<file path="src/rtl/ryu_motion_ctrl.sv">
// ryu_motion_ctrl: per-frame walk/jump sprite motion for Ryu; optional crouch when RYU_CROUCH_EN is defined
module ryu_motion_ctrl #(
  parameter int SPR_W      = 120,
  parameter int GROUND_Y   = 300,
  parameter int START_X    = 100,
  parameter int X_MAX      = 640,
  parameter int WALK_SPEED = 4,
  parameter int JUMP_V0    = 12,
  parameter int FALL_VMAX  = 12
) (
  input  logic       vga_clk,
  input  logic       reset_n,
  input  logic       vs,
  input  logic       key_left,
  input  logic       key_right,
  input  logic       key_jump,
`ifdef RYU_CROUCH_EN
  input  logic       key_crouch,
  output logic       crouching,
`endif
  output logic [9:0] RyuX,
  output logic [9:0] RyuY,
  output logic       facing_left,
  output logic       airborne,
  output logic       frame_tick
);
  typedef enum logic [1:0] {GROUND = 2'd0, RISING = 2'd1, FALLING = 2'd2} state_t;

  localparam logic signed [10:0] WS   = 11'(WALK_SPEED);
  localparam logic signed [10:0] XLIM = 11'(X_MAX - SPR_W);
  localparam logic [9:0]         GY   = 10'(GROUND_Y);
  localparam logic [7:0]         JV   = 8'(JUMP_V0);
  localparam logic [7:0]         FV   = 8'(FALL_VMAX);

  if (GROUND_Y < JUMP_V0 * (JUMP_V0 + 1) / 2) begin : g_apex_check
    $error("ryu_motion_ctrl: GROUND_Y too small for the jump apex");
  end

  state_t              state, state_n;
  logic [7:0]          vel, vel_n, v_fall;
  logic [9:0]          x_n, y_n;
  logic [10:0]         y_fall;
  logic signed [10:0]  x_s;
  logic                vs_q, tick, go_r, go_l, facing_n, crouch;

  assign tick = vs_q & ~vs;

`ifdef RYU_CROUCH_EN
  assign crouch = key_crouch && state == GROUND;
`else
  assign crouch = 1'b0;
`endif

  // next position, facing, velocity and state for the coming frame tick
  always_comb begin
    go_r     = key_right & ~key_left;
    go_l     = key_left & ~key_right;
    x_s      = $signed({1'b0, RyuX}) + (crouch ? 11'sd0 : go_r ? WS : go_l ? -WS : 11'sd0);
    x_n      = x_s < 11'sd0 ? 10'd0 : x_s > XLIM ? 10'(XLIM) : x_s[9:0];
    facing_n = go_r ? 1'b0 : go_l ? 1'b1 : facing_left;
    v_fall   = vel >= FV ? FV : vel + 8'd1;
    y_fall   = {1'b0, RyuY} + {3'b0, v_fall};
    state_n  = state;
    vel_n    = vel;
    y_n      = RyuY;
    case (state)
      GROUND: begin
        state_n = key_jump && !crouch ? RISING : GROUND;
        vel_n   = key_jump && !crouch ? JV : 8'd0;
      end
      RISING: begin
        y_n     = RyuY - {2'b0, vel};
        vel_n   = vel - 8'd1;
        state_n = vel == 8'd1 ? FALLING : RISING;
      end
      FALLING: begin
        state_n = y_fall >= {1'b0, GY} ? GROUND : FALLING;
        vel_n   = y_fall >= {1'b0, GY} ? 8'd0 : v_fall;
        y_n     = y_fall >= {1'b0, GY} ? GY : y_fall[9:0];
      end
      default: begin
        state_n = GROUND;
        vel_n   = 8'd0;
        y_n     = GY;
      end
    endcase
  end

  // vsync edge tracking every cycle; all motion state commits only on the frame tick
  always_ff @(posedge vga_clk) begin
    if (!reset_n) begin
      vs_q        <= 1'b1;
      frame_tick  <= 1'b0;
      state       <= GROUND;
      vel         <= 8'd0;
      RyuX        <= 10'(START_X);
      RyuY        <= GY;
      facing_left <= 1'b0;
      airborne    <= 1'b0;
`ifdef RYU_CROUCH_EN
      crouching   <= 1'b0;
`endif
    end else begin
      vs_q       <= vs;
      frame_tick <= tick;
      if (tick) begin
        state       <= state_n;
        vel         <= vel_n;
        RyuX        <= x_n;
        RyuY        <= y_n;
        facing_left <= facing_n;
        airborne    <= state_n != GROUND;
`ifdef RYU_CROUCH_EN
        crouching   <= crouch;
`endif
      end
    end
  end
endmodule

</file>
<file path="config.mk">
export PLATFORM = sky130hd
export DESIGN_NAME = ryu_motion_ctrl
export DESIGN_NICKNAME = d
export VERILOG_FILES = /design/src/rtl/ryu_motion_ctrl.sv
export SDC_FILE = /design/constraint.sdc
export NUM_CORES = 1
export LEC_CHECK = 0
export ABC_AREA = 1
export CAP_MARGIN = 10
export CELL_PAD_IN_SITES_DETAIL_PLACEMENT = 2
export CELL_PAD_IN_SITES_GLOBAL_PLACEMENT = 2
export CORE_MARGIN = 4
export CORE_UTILIZATION = 34
export DETAILED_ROUTE_END_ITERATION = 6
export PLACE_DENSITY_LB_ADDON = 0.1
export SYNTH_ARGS = -nofsm -noshare
export SYNTH_HDL_FRONTEND = slang
export SYNTH_SLANG_ARGS = --single-unit
</file>
<file path="constraint.sdc">
create_clock -name vga_clk -period 4.1 [get_ports vga_clk]
set_clock_uncertainty 0.05 [all_clocks]
set_input_delay 0.82 -clock vga_clk [delete_from_list [all_inputs] [get_ports vga_clk]]
set_output_delay 0.82 -clock vga_clk [all_outputs]
set_load 0.02 [all_outputs]
</file>
==> metrics.md <==
| Metric | Value |
|---|---|
| GRT Total Usage | 20.94% |
| Core area | 0.008299 mm^2 |
| #FFs+latches synth | 32 |
| Largest net degree at the start of global routing | 26 |
| # diodes | 0 |
| Synth unique cells | 37 |
| Worst path bufs/invs | 3 |
| ANT nets after route | 0 |
| EDFF count, synth | 0 |
| Post-synthesis mux area share | 0% |
| Clk buf depth | 2 |
| Simple-Gate Fraction of Synth Area | 34.04% |
| Post-Synth XOR/XNOR Area | 2.975% |
| Max-slew violations | 0 |
| Synth top area share | between 20% and 30% |
| Post-synth ARST share | 0% |
| # Max-Cap Violations | 0 |
| Final worst path period share | 84.26% |
| Most frequent CP cell | nand3_1 |
| Top cell family by delay on the critical path | adder cells |
| Slowest-stage cell, CP | clkdlybuf4s50_1 |
| Post-synth top area cell | dfxtp_1 |
| Leak | about 0.0017 uW |
| Final RePlAce weighted congestion | about 0.8 |
| H-tree depth | 2 |
| Worst EP required | 4260 ps |
| Vias per cell | between 5 and 6 |
| Dpl hpwl | 8139 um |
| CTS tree | done |
| PortBufs | 26 |
| Die Height | 101.1 um |
| Synth cell count leaders | 115 x nand2_1, 63 x inv_1, 42 x a21oi_1 |
| Adder-Cell Fraction of Synth Area | 16.49% |
| Crit path DAT | 3610 ps |
| Layout Area Growth over Synthesis | 17.30% |
| Vias in the first global route | roughly 3.4k |
| Worst vdd ir | between 0.15 and 0.2 mV |
| CTS Sinks | 32 |
| Die width | 101.1 um |
| Crit-path max cell delay | 490 ps |
| WS Path Type | in2reg |
| Final WL | slightly above 10000 um |
| DR DRC count | 0 |
| Worst setup EP type | flip-flop |
| Mapped Cells | 452 |
| Design area | 0.003453 mm^2 |
| Die area | 0.01021 mm^2 |
| PostCTS Resize Cnt | 0 |
| IO Pins | 29 |
| First-pass GRT wire length | approximately 17000 um |
| Seq/Total Area, Yosys | 21.76% |
| Total number of vias | 3159 |
| Prevailing post-synth register cell | dfxtp_1 |
| Compound-gate portion of the synthesized area | approximately 15% |
| Ys Warns | 0 |
| Hold Fails Final Rpt | 0 |
| Initial antenna violation count | 0 |
| Worst Path Max Fanout | 4 |
| Max transition margin | between 50 and 60% |
| Syn avg cell area | 6.513 um^2 |
| Mapped cell area | 0.002944 mm^2 |
| Setup Fix Bufs, Post-CTS | 0 |
| Max Fclk | 0.2895 GHz |
| Initial DRC Count | 100 |
| Hold WC Path Type | reg2reg |
| Final setup viols | 0 |
| Worst-Margin Slew | 629.3 ps |
| Most common cell in the synthesized netlist | nand2_1 |
| Clock transition at path regs | 70 ps |
| Nets | 527 |
| Worst setup SP type | primary input |
| Post-route setup TNS | 0 ps |
| Clock period minus worst slack | about 3500 ps |
| Drt first pass iters | 4 |
| Top cells by area in the synthesized netlist | dfxtp_1 22%, nand2_1 15%, ha_1 14% |
| Post-Place Cell Area | about 0.0033 mm^2 |
| Pwr dens | 297.8 mW/mm^2 |
| Largest family of logic cells by synthesized area | simple AND/OR/NAND/NOR gates |
| Critical path cell sequence | clkdlybuf4s50_1 > inv_1 > ha_1 > inv_1 > ha_1 > fa_1 > nand3_1 > nand3_1 > nand4_1 > nand3_1 > xor2_1 > nor2_1 > nand2_2 > nand2_1 > nand2_1 > a21oi_1 |
| CTS Buf Count | 5 |
| Rows | 33 |
| Unrepaired setup endpoints after global routing | false |
| Initial Utilization | 35.47% |
| Total grt overflow | 0 |
| Layout cell share with drive strength beyond 1 | about 5.8% |
| # hold bufs at CTS | 0 |
| Status | complete, no violations |
| Reg2reg setup slack | ~900 ps |
| Root buffer cell | clkbuf_8 |
| WL/cell | 17.35 um |
| Clk_lat worst skew | 290 ps |
==> per-stage QoR <==
stage	total power [uW]	setup slack [ps]	cells	hold slack (ps)	util (%)
floorplan	580.1	1249	457	422.4	-
global placement	667.9	541.3	582	436.9	40.09
detailed placement	684.8	394.1	582	445.5	40.09
CTS	1038	643.7	590	457.4	41.61
global route	1097	312.7	590	476.2	41.61
finish	1028	645.2	590	447.5	41.61
==> cell families after synthesis <==
group / Yosys count
simple gates: 220
compound gates: 78
buf+inv: 74
fa+ha+maj: 37
flops: 32
xor+xnor: 10
other cells: 1
==> registers in the layout, indices dropped and copies added, names as in the netlist <==
name         count
RyuY            10
airborne         1
vel              8
facing_left      1
RyuX             8
vs_q             1
state            2
frame_tick       1
==> placed cells by master (no fill, tap or decap), drive strengths merged <==
cell type and instances:
o211ai 2, o21bai 4, nand4 15, o22ai 1, nor3 3, fa 3, xnor2 1, xor2 9
nand2 119, nand3b 4, buf 1, nand3 36, clkdlybuf4s50 26, conb 6, bufinv 1, dfxtp 32
nor2 40, clkinv 1, a21oi 45, o21a 1, a211oi 1, o221ai 2, or2 3, a22oi 2
inv 66, clkbuf 7, o21ai 18, a31oi 2, ha 34
==> final timing paths <==
| path | endpoint | from | cells past startpoint |
|---|---|---|---|
| setup / recovery | RyuX[3] | key_left | 16 |
| hold / removal | RyuX[7] | RyuX[7] | 2 |
| setup reg to reg | RyuY[6] | vel[4] | 17 |
| hold reg to reg | RyuX[7] | RyuX[7] | 2 |
==> tightest hold or removal path, delay by kind of cell, from the launching register on <==
family | cells | cell delay (ps)
DFF | 1 | 330
and+or+nand+nor | 1 | 70
AOI/OAI and AO/OA | 1 | 50
==> area by class of cell <==
type	instances	area, um^2
sequential	32	640.6
inverter	67	251.5
clock buffer	7	96.34
tap	105	131.4
fill	1012	4846
clock inverter	1	30.03
multi-input combinational	351	2036
timing repair buffer	27	267.8
==> power breakdown <==
group	leakage (uW)	switching, uW	internal, uW
clock network	0.0000645	131	215
logic	0.00133	224	117
registers	0.000261	16.6	326
total	0.00166	371	657
==> per-layer routing <==
layer  wire length (um)  part of all wire (%)  track usage, %
met1               4916                    48           28.78
met2               4854                    47           35.21
met4                 88                  0.86           4.192
met5                  0                     0               0
met3                376                   3.7           2.491
(Power assumes the default switching activity.)
